--- config.mk ---
export PLATFORM = sky130hd
export DESIGN_NAME = jtcontra_sndcmd_flat
export DESIGN_NICKNAME = d
export VERILOG_FILES = /design/src/rtl/jtcontra_sndcmd_if.sv /design/src/rtl/jtcontra_sndcmd.sv /design/src/flat_wrapper.sv
export SDC_FILE = /design/constraint.sdc
export NUM_CORES = 1
export LEC_CHECK = 0
export ABC_CLOCK_PERIOD_IN_PS = 3000
export BUFFER_PORTS_ARGS = -buffer_cell sky130_fd_sc_hd__clkbuf_2
export CORE_MARGIN = 10
export CORE_UTILIZATION = 54
export CTS_CLUSTER_SIZE = 28
export DETAILED_ROUTE_END_ITERATION = 6
export PLACE_DENSITY = 0.82
export SETUP_SLACK_MARGIN = 0.1
export SLEW_MARGIN = 20
export SYNTH_ARGS = -nofsm -noshare
export SYNTH_HDL_FRONTEND = slang
export SYNTH_SLANG_ARGS = --single-unit
--- constraint.sdc ---
create_clock -name clk -period 3 [get_ports clk]
set_input_delay 0.6 -clock clk [delete_from_list [all_inputs] [get_ports clk]]
set_output_delay 0.6 -clock clk [all_outputs]
set_load 0.01 [all_outputs]
--- src/rtl/jtcontra_sndcmd_if.sv ---
// Main-to-sound mailbox bus: command push/pop, reply register, IRQ and flush.
// master = the CPU-side decoders driving strobes, slave = the mailbox itself.
interface jtcontra_sndcmd_if #(
    parameter int DW    = 8,
    parameter int DEPTH = 4
);
    localparam int CW = $clog2(DEPTH + 1);

    logic          main_we;
    logic [DW-1:0] main_din;
    logic          main_rd;
    logic          main_full;
    logic          main_ovf;
    logic [DW-1:0] main_reply;
    logic          main_rvalid;
    logic          snd_rd;
    logic [DW-1:0] snd_dout;
    logic          snd_empty;
    logic [CW-1:0] snd_count;
    logic          snd_we;
    logic [DW-1:0] snd_din;
    logic          irq_ack;
    logic          snd_irq_n;
    logic          flush;

    modport master (
        output main_we, main_din, main_rd, snd_rd, snd_we, snd_din, irq_ack, flush,
        input  main_full, main_ovf, main_reply, main_rvalid,
               snd_dout, snd_empty, snd_count, snd_irq_n
    );

    modport slave (
        input  main_we, main_din, main_rd, snd_rd, snd_we, snd_din, irq_ack, flush,
        output main_full, main_ovf, main_reply, main_rvalid,
               snd_dout, snd_empty, snd_count, snd_irq_n
    );
endinterface

--- src/rtl/jtcontra_sndcmd.sv ---
// Sound command mailbox: FIFO (or overwrite latch) from main CPU to sound CPU,
// per-command sound IRQ and a reply register back to the main CPU.
module jtcontra_sndcmd #(
    parameter int DW        = 8,
    parameter int DEPTH     = 4,
    parameter int MODE      = 1,
    parameter int IRQ_LEVEL = 0
) (
    input  logic             clk,
    input  logic             rst_n,
    jtcontra_sndcmd_if.slave bus
);
    localparam int AW = (DEPTH > 1) ? $clog2(DEPTH) : 1;
    localparam int CW = $clog2(DEPTH + 1);
    localparam logic [CW-1:0] FULL_CNT = CW'(DEPTH);

    logic          push_p1, pop_p1, rrd_p1, rwr_p1, ack_p1;
    logic          ev_push, ev_pop, ev_rrd, ev_rwr, ev_ack;
    logic [CW-1:0] count;
    logic [AW-1:0] wr_ptr, rd_ptr;
    logic          ovf, pending, rvalid;
    logic [DW-1:0] latch, reply;
    logic [DW-1:0] mem [DEPTH];
    logic          full, empty, pop_ok, push_ok, drop;

    // Previous-sample registers start high so a strobe held through reset is not an event
    always_ff @(posedge clk or negedge rst_n) begin
        if (!rst_n) begin
            push_p1 <= 1'b1;
            pop_p1  <= 1'b1;
            rrd_p1  <= 1'b1;
            rwr_p1  <= 1'b1;
            ack_p1  <= 1'b1;
        end else begin
            push_p1 <= bus.main_we;
            pop_p1  <= bus.snd_rd;
            rrd_p1  <= bus.main_rd;
            rwr_p1  <= bus.snd_we;
            ack_p1  <= bus.irq_ack;
        end
    end

    assign ev_push = bus.main_we & ~push_p1;
    assign ev_pop  = bus.snd_rd  & ~pop_p1;
    assign ev_rrd  = bus.main_rd & ~rrd_p1;
    assign ev_rwr  = bus.snd_we  & ~rwr_p1;
    assign ev_ack  = bus.irq_ack & ~ack_p1;

    assign full    = (MODE != 0) && (count == FULL_CNT);
    assign empty   = (count == '0);
    assign pop_ok  = ev_pop & ~empty;
    // A simultaneous pop frees a slot, so a push into a full FIFO still lands
    assign push_ok = (MODE == 0) ? ev_push : (ev_push & (~full | pop_ok));
    assign drop    = (MODE != 0) && ev_push && full && !pop_ok;

    always_ff @(posedge clk or negedge rst_n) begin
        if (!rst_n) begin
            wr_ptr  <= '0;
            rd_ptr  <= '0;
            count   <= '0;
            ovf     <= 1'b0;
            pending <= 1'b0;
            latch   <= '0;
            reply   <= '0;
            rvalid  <= 1'b0;
        end else begin
            if (bus.flush) begin
                wr_ptr  <= '0;
                rd_ptr  <= '0;
                count   <= '0;
                ovf     <= 1'b0;
                pending <= 1'b0;
            end else begin
                if (MODE == 0) begin
                    if (ev_push) begin
                        latch <= bus.main_din;
                        count <= CW'(1);
                    end else if (ev_pop) begin
                        count <= '0;
                    end
                end else begin
                    if (push_ok) wr_ptr <= wr_ptr + 1'b1;
                    if (pop_ok)  rd_ptr <= rd_ptr + 1'b1;
                    if (push_ok && !pop_ok)
                        count <= count + 1'b1;
                    else if (pop_ok && !push_ok)
                        count <= count - 1'b1;
                    if (drop) ovf <= 1'b1;
                end
                if (push_ok)
                    pending <= 1'b1;
                else if (ev_ack)
                    pending <= 1'b0;
            end
            // Reply path ignores flush; a same-cycle write beats the read clear
            if (ev_rwr) begin
                reply  <= bus.snd_din;
                rvalid <= 1'b1;
            end else if (ev_rrd) begin
                rvalid <= 1'b0;
            end
        end
    end

    always_ff @(posedge clk) begin
        if ((MODE != 0) && push_ok && !bus.flush)
            mem[wr_ptr] <= bus.main_din;
    end

    assign bus.main_full   = full;
    assign bus.main_ovf    = ovf;
    assign bus.main_reply  = reply;
    assign bus.main_rvalid = rvalid;
    assign bus.snd_empty   = empty;
    assign bus.snd_count   = count;
    assign bus.snd_dout    = (MODE == 0) ? latch : (empty ? {DW{1'b1}} : mem[rd_ptr]);
    assign bus.snd_irq_n   = (IRQ_LEVEL != 0) ? empty : ~pending;
endmodule

--- src/flat_wrapper.sv ---
// flat-port wrapper written by rule: the top's interface ports become plain ports
module jtcontra_sndcmd_flat 
#(
    parameter int DW        = 8,
    parameter int DEPTH     = 4,
    parameter int MODE      = 1,
    parameter int IRQ_LEVEL = 0
)
  (clk, rst_n, bus_main_we, bus_main_din, bus_main_rd, bus_snd_rd, bus_snd_we, bus_snd_din, bus_irq_ack, bus_flush, bus_main_full, bus_main_ovf, bus_main_reply, bus_main_rvalid, bus_snd_dout, bus_snd_empty, bus_snd_count, bus_snd_irq_n);
  jtcontra_sndcmd_if #(.DW(DW), .DEPTH(DEPTH)) bus_i ();
  input  logic clk;
  input  logic rst_n;
  input wire logic [$bits(bus_i.main_we)-1:0] bus_main_we;
  input wire logic [$bits(bus_i.main_din)-1:0] bus_main_din;
  input wire logic [$bits(bus_i.main_rd)-1:0] bus_main_rd;
  input wire logic [$bits(bus_i.snd_rd)-1:0] bus_snd_rd;
  input wire logic [$bits(bus_i.snd_we)-1:0] bus_snd_we;
  input wire logic [$bits(bus_i.snd_din)-1:0] bus_snd_din;
  input wire logic [$bits(bus_i.irq_ack)-1:0] bus_irq_ack;
  input wire logic [$bits(bus_i.flush)-1:0] bus_flush;
  output wire logic [$bits(bus_i.main_full)-1:0] bus_main_full;
  output wire logic [$bits(bus_i.main_ovf)-1:0] bus_main_ovf;
  output wire logic [$bits(bus_i.main_reply)-1:0] bus_main_reply;
  output wire logic [$bits(bus_i.main_rvalid)-1:0] bus_main_rvalid;
  output wire logic [$bits(bus_i.snd_dout)-1:0] bus_snd_dout;
  output wire logic [$bits(bus_i.snd_empty)-1:0] bus_snd_empty;
  output wire logic [$bits(bus_i.snd_count)-1:0] bus_snd_count;
  output wire logic [$bits(bus_i.snd_irq_n)-1:0] bus_snd_irq_n;
  assign bus_i.main_we = bus_main_we;
  assign bus_i.main_din = bus_main_din;
  assign bus_i.main_rd = bus_main_rd;
  assign bus_i.snd_rd = bus_snd_rd;
  assign bus_i.snd_we = bus_snd_we;
  assign bus_i.snd_din = bus_snd_din;
  assign bus_i.irq_ack = bus_irq_ack;
  assign bus_i.flush = bus_flush;
  assign bus_main_full = bus_i.main_full;
  assign bus_main_ovf = bus_i.main_ovf;
  assign bus_main_reply = bus_i.main_reply;
  assign bus_main_rvalid = bus_i.main_rvalid;
  assign bus_snd_dout = bus_i.snd_dout;
  assign bus_snd_empty = bus_i.snd_empty;
  assign bus_snd_count = bus_i.snd_count;
  assign bus_snd_irq_n = bus_i.snd_irq_n;
  jtcontra_sndcmd #(.DW(DW), .DEPTH(DEPTH), .MODE(MODE), .IRQ_LEVEL(IRQ_LEVEL)) u_core (.clk(clk), .rst_n(rst_n), .bus(bus_i));
endmodule
==> flow_summary.json, run 1 <==
{
  "syn_nets": 180,
  "antenna_found_initial": 0,
  "syn2layout_area_growth_pct": 14.1,
  "fmax_mhz": 381,
  "async_flop_share_pct": 41.8,
  "cp-end-kind": "primary output",
  "fin_crit_ps": 2620,
  "leakage_uw": 0.00104,
  "core_um2": 4120,
  "synth_compound_area_share_pct": 4.94,
  "insertion_delay_ps": 300,
  "first_pass_iters": 4,
  "synthSimpleGateAreaFrac_pct": 10.6,
  "clk_pin_slew_ps": 90,
  "finalCritPeriodShare_pct": 87.4,
  "peakVddDrop_uv": 290,
  "final.setup.tns_ps": 0,
  "ys_types": 38,
  "ys.flop_type": "edfxtp_1",
  "vias_per_cell": 5.64,
  "r2r_start": "u_core.pop_p1$_DFF_PN1_",
  "grt_usage_pct": 12.8,
  "finalHoldViolCount": 0,
  "num_antenna_cells": 0,
  "arrival_ps": 2020,
  "startpoint_type": "flop",
  "die-area_um2": 7410,
  "cap_violations": 0,
  "synthAdderAreaFrac_pct": 2.97,
  "cts_tree": "yes",
  "drive_gt1_share_pct": 40.2,
  "synth-xor-area-share_pct": 1.11,
  "die_y_um": 86.1,
  "grt_max_degree": 24,
  "finClkSkew_ps": 5.97,
  "fp-row-count": 23,
  "power_uw": 1440,
  "grt_pass1_wl_um": 7580,
  "max_stage_delay_ps": 700,
  "synth-seq-area-share_pct": 65.4,
  "crit_fanout": 11,
  "status": "finished clean",
  "grt_pass1_vias": 1603,
  "initial_utilization_pct": 57.3,
  "cts_resized": 0,
  "yosys.area.top_type": "edfxtp_1",
  "grt_overflow": 0,
  "rsz0062_at_grt": "false",
  "crit_slowest_cell": "dfrtp_1",
  "cp-startpoint": "u_core.rd_ptr[0]$_DFFE_PN0P_",
  "report.final.setup_viol": 0,
  "cts_root_buf": "clkbuf_8",
  "hold_buffers": 0,
  "cellPowerDensity_nw_per_um2": 534,
  "synthMuxAreaShare_pct": 12.0,
  "clock_sinks": 55,
  "drt.antenna.violating_nets": 0,
  "fillCellCount": 306,
  "vias": 1404,
  "final_nets": 227,
  "synth_edf_count": 32,
  "finalNonFillerCells": 249,
  "crit_type": "flop to primary output",
  "cts_max_path_buffers": 2,
  "synth_top_family_by_area": "multiplexers",
  "syn_inst": 151,
  "max_slew_margin_pct": 51.8,
  "final_max_slew_viol_count": 0,
  "dp_hpwl_um": 3390,
  "cp.required_ps": 2400,
  "port_buffers": 47,
  "ys_ff_latch": 55,
  "io_pins": 48,
  "postSynthAreaPerCell_um2": 15.6,
  "cts_setup_buffers": 0,
  "dp.cells": 241,
  "tightest_slew_ps": 722,
  "die_w_um": 86.1,
  "drt_iter0_drc": 237,
  "cts.htree.levels": 2,
  "yosysTopAreaCellShare_pct": 40.8,
  "ys_warn_count": 0,
  "globalplace.congestion": 0.819,
  "path_cells": "mux4_1, or2_2, clkbuf_2",
  "hold_path.class": "primary input to asynchronous set/reset pin",
  "synth_commonest_cells": "edfxtp_1, dfrtp_1, nor2_1",
  "wire_per_inst_um": 18.0,
  "wirelength_um": 4480,
  "cts_made_buffers": 5,
  "synth.most_common_cell": "edfxtp_1",
  "drc": 0,
  "synth_area_um2": 2360,
  "synthTopCellsByArea": "edfxtp_1, dfrtp_1, mux4_2, dfstp_2, mux2_2"
}
==> state kept, by name, summed over array words and instances (netlist names) <==
| signal | count |
|---|---|
| u_core.bus.main_ovf | 1 |
| u_core.wr_ptr | 2 |
| u_core.bus.snd_count | 3 |
| u_core.rwr_p1 | 1 |
| u_core.pending | 1 |
| u_core.bus.main_reply | 8 |
| u_core.ack_p1 | 1 |
| u_core.rrd_p1 | 1 |
| u_core.mem | 32 |
| u_core.rd_ptr | 2 |
| u_core.bus.main_rvalid | 1 |
| u_core.pop_p1 | 1 |
| u_core.push_p1 | 1 |
==> layout make-up <==
| type | instances | area [um^2] | share of cell area, % |
|---|---|---|---|
| multi-input combinational | 83 | 747 | 27.8 |
| clock buffer | 6 | 72.6 | 2.70 |
| inverter | 6 | 22.5 | 0.837 |
| clock inverter | 2 | 7.51 | 0.279 |
| timing repair buffer | 47 | 235 | 8.74 |
| tap | 50 | 62.6 | 2.33 |
| sequential | 55 | 1540 | 57.3 |
==> layout by cell type, fill, tap and decap left out, types with 5 or more instances in the layout <==
master and instances:
clkbuf_2 47, nor2_1 11, or2_1 7, edfxtp_1 32, dfrtp_1 18, clkbuf_8 5, inv_1 6, a21oi_1 5
dfstp_2 5, mux2_2 8, mux4_2 7
==> per-layer routing <==
layer / global-route usage [%] / vias up / routed length (um)
met1: 14.0 / 694 / 1720
met2: 21.8 / 57 / 2320
li1: - / 644 / -
met4: 4.49 / 0 / 88
met3: 5.49 / 9 / 347
met5: 0 / - / 0
==> metrics by stage <==
step / utilization [%] / hold slack (ps) / instance area (um^2) / setup WS [ps]
5_1_grt: 65.4 / 292 / 2690 / 254
2_1_floorplan: - / 304 / 2360 / 862
4_1_cts: 65.4 / 281 / 2690 / 345
3_5_place_dp: 63.4 / 482 / 2610 / 508
3_3_place_gp: 63.4 / 460 / 2610 / 692
6_report: 65.4 / 275 / 2690 / 378
==> cell families (layout without fill, tap and decap cells) <==
logic type      Yosys count  after routing
flops                    55             55
xor+xnor                  3              3
simple gates             40             40
compound gates           18             18
mux                      17             17
buf+inv                  13             61
fa+ha+maj                 5              5
==> report_power, final <==
group | switching [uW] | internal (uW) | total [uW]
combinational | 105 | 91.4 | 197
clock | 215 | 160 | 375
sequential | 27.3 | 838 | 865
==> final timing paths <==
| kind | cells after the start | slack (ps) | to |
|---|---|---|---|
| setup / recovery | 3 | 380 | bus_snd_dout[2] |
| hold / removal | 1 | 270 | u_core.bus.snd_count[1]$_DFFE_PN0P_ |
| setup reg to reg | 7 | 620 | u_core.bus.snd_count[1]$_DFFE_PN0P_ |
| hold reg to reg | 1 | 500 | u_core.bus.main_rvalid$_DFFE_PN0P_ |
| max in group asynchronous | 1 | 2350 | u_core.pop_p1$_DFF_PN1_ |
| min in group clk | 1 | 390 | u_core.ack_p1$_DFF_PN1_ |
==> critical path: cells and delay by family (launching register included) <==
| family | cells | cell delay [ps] |
|---|---|---|
| buffers and inverters | 1 | 130 |
| DFF | 1 | 700 |
| muxes | 1 | 610 |
| and+or+nand+nor | 1 | 280 |
(Power assumes the default switching activity.)
==> run 2, diff against run 1 <==
Settings changed: ABC_AREA set to 1.
==> run 2 against run 1 <==
- hold slack better by 4.7 ps
- combinational power is 65% higher
- clock-buffer cell count is 1 higher
- critical path type unchanged
- critical endpoint is now bus_snd_dout[1]
- highest routed layer unchanged
==> flow_summary.json, run 2 <==
{
  "status": "finished clean",
  "cts_max_path_buffers": 2,
  "yosysTopAreaCellShare_pct": 41.1,
  "grt_pass1_wl_um": 7310,
  "core_um2": 4090,
  "hold_buffers": 0,
  "synth_compound_area_share_pct": 6.63,
  "syn2layout_area_growth_pct": 14.8,
  "postSynthAreaPerCell_um2": 12.0,
  "tightest_slew_ps": 710,
  "finalHoldViolCount": 0,
  "vias_per_cell": 5.01,
  "cts_resized": 0,
  "grt_max_degree": 24,
  "vias": 1484,
  "fp-row-count": 23,
  "crit_type": "flop to primary output",
  "preCtsSetupSlack_ps": 719,
  "cap_violations": 0,
  "drt.antenna.violating_nets": 0,
  "synth_edf_count": 32,
  "drt_iter0_drc": 75,
  "startpoint_type": "flop",
  "max_stage_delay_ps": 730,
  "wire_per_inst_um": 14.7,
  "finClkSkew_ps": 5.16,
  "synth_commonest_cells": "nor2_1, edfxtp_1, inv_1",
  "synthSimpleGateAreaFrac_pct": 14.5,
  "max_slew_margin_pct": 52.5,
  "final.setup.tns_ps": 0,
  "drive_gt1_share_pct": 33.7,
  "report.final.setup_viol": 0,
  "die_w_um": 85.8,
  "rsz0062_at_grt": "false",
  "insertion_delay_ps": 300,
  "hold_path.class": "primary input to asynchronous set/reset pin",
  "clock_sinks": 55,
  "grt_pass1_vias": 1583,
  "power_uw": 1580,
  "die-area_um2": 7370,
  "final_max_slew_viol_count": 0,
  "largest_reg_flops": 32,
  "fillCellCount": 327,
  "crit_buf_inv": 2,
  "num_antenna_cells": 0,
  "first_pass_iters": 5,
  "cts_setup_buffers": 0,
  "path_cells": "inv_4, nor2_1, nor2_1, o21ai_0, o311ai_0, clkbuf_2",
  "fmax_mhz": 408,
  "ys.flop_type": "edfxtp_1",
  "cp_top_family": "flip-flops",
  "arrival_ps": 1850,
  "async_flop_share_pct": 41.8,
  "peakVddDrop_uv": 374,
  "dp_hpwl_um": 3300,
  "synth.most_common_cell": "nor2_1",
  "ys_types": 30,
  "path_common_cell": "nor2_1",
  "final_nets": 274,
  "port_buffers": 47,
  "ys_warn_count": 0,
  "final_common_cell": "clkbuf_2",
  "cts_tree": "yes",
  "antenna_found_initial": 0,
  "drc": 0,
  "grt_overflow": 0,
  "fin_crit_ps": 2450,
  "synthAdderAreaFrac_pct": 2.99,
  "grt_usage_pct": 12.4,
  "setup_slack_ps": 552,
  "syn_inst": 195,
  "cp.required_ps": 2400,
  "crit_fanout": 18,
  "synth-xor-area-share_pct": 0.374,
  "regMostFlops": "u_core.mem",
  "layout_common_cells": "clkbuf_2, nor2_1, edfxtp_1",
  "syn_nets": 224,
  "yosys.area.top_type": "edfxtp_1",
  "cts_root_buf": "clkbuf_8",
  "crit_slowest_cell": "dfrtp_1",
  "finalCritPeriodShare_pct": 81.6,
  "initial_utilization_pct": 57.3,
  "synthTopCellsByArea": "edfxtp_1, dfrtp_1, nor2_1, dfstp_2, mux2_2",
  "synth-seq-area-share_pct": 65.9,
  "globalplace.congestion": 0.837,
  "cp-end-kind": "primary output",
  "cellPowerDensity_nw_per_um2": 589,
  "synthMuxAreaShare_pct": 3.85,
  "die_y_um": 85.8,
  "ys_ff_latch": 55,
  "io_pins": 48,
  "synth_area_um2": 2340,
  "cts.htree.levels": 2,
  "clk_pin_slew_ps": 90,
  "wirelength_um": 4350,
  "cts_made_buffers": 5,
  "leakage_uw": 0.00117,
  "synth_top_family_by_area": "simple AND/OR/NAND/NOR gates"
}
-- run 2: cell types whose count changed in the layout (fill, tap and decap cells not counted), moves of 4 or more --
cell,before,now
nand2_1,0,17
inv_2,0,4
o311ai_1,0,5
inv_1,6,21
and2_1,4,0
nand2_2,0,4
mux4_2,7,0
or2_1,7,0
o21ai_0,4,10
nor2_1,11,38
-- run 2: cell families after synthesis --
group / count (synthesis)
AO/OA/AOI/OAI: 24
XOR/XNOR: 1
adder cells (fa/ha/maj): 5
buffers and inverters: 30
flip-flops: 55
multiplexers: 8
AND/OR/NAND/NOR: 72
-- run 2: worst reg2reg max path, delay by kind of cell (launching register included) --
kind          cells  cell delay [ps]
flops             1              450
buf+inv           2              120
simple gates      6             1170
-- run 2: final cells by class --
class,instances,area [um^2],share of cell area [%]
sequential,55,1540,57.4
timing repair buffer,47,235,8.76
multi-input combinational,110,664,24.7
clock inverter,1,5.00,0.186
inverter,26,100,3.73
clock buffer,7,76.3,2.84
tap,50,62.6,2.33
-- run 2: path summary, 6_finish.rpt --
| path | startpoint | end | slack (ps) | cells past startpoint |
|---|---|---|---|---|
| worst max-delay path | u_core.rd_ptr[0]$_DFFE_PN0P_ | bus_snd_dout[1] | 550 | 6 |
| worst min-delay path | rst_n | u_core.pending$_DFFE_PN0P_ | 280 | 1 |
| worst max register to register | u_core.bus.snd_count[2]$_DFFE_PN0P_ | u_core.mem[1][1]$_DFFE_PP_ | 900 | 8 |
| worst min register to register | u_core.bus.main_reply[0]$_DFFE_PN0P_ | u_core.bus.main_reply[0]$_DFFE_PN0P_ | 510 | 1 |
| max in group asynchronous | rst_n | u_core.pop_p1$_DFF_PN1_ | 2340 | 1 |
| min in group clk | bus_main_rd | u_core.rrd_p1$_DFF_PN1_ | 390 | 1 |
-- run 2: power by group --
part,internal [uW],switching [uW]
combinational,125,201
clock,164,211
sequential,846,36.3
-- run 2: metal layers --
metal / share of wire, % / vias up / track usage [%] / routed length [um]
li1: - / 749 / - / -
met1: 43 / 676 / 14.4 / 1850
met2: 46 / 55 / 19.3 / 1990
met3: 11 / 4 / 6.15 / 467
met4: 1.0 / 0 / 4.79 / 44
met5: 0 / - / 0 / 0
-- run 2: through the flow --
step	cells	hold slack [ps]	util [%]	cell area [um^2]
after global routing	296	302	65.7	2690
after floorplan	195	304	-	2340
after global placement	288	486	63.7	2610
after detailed placement	288	490	63.7	2610
after CTS	296	285	65.7	2690
final	296	280	65.7	2690
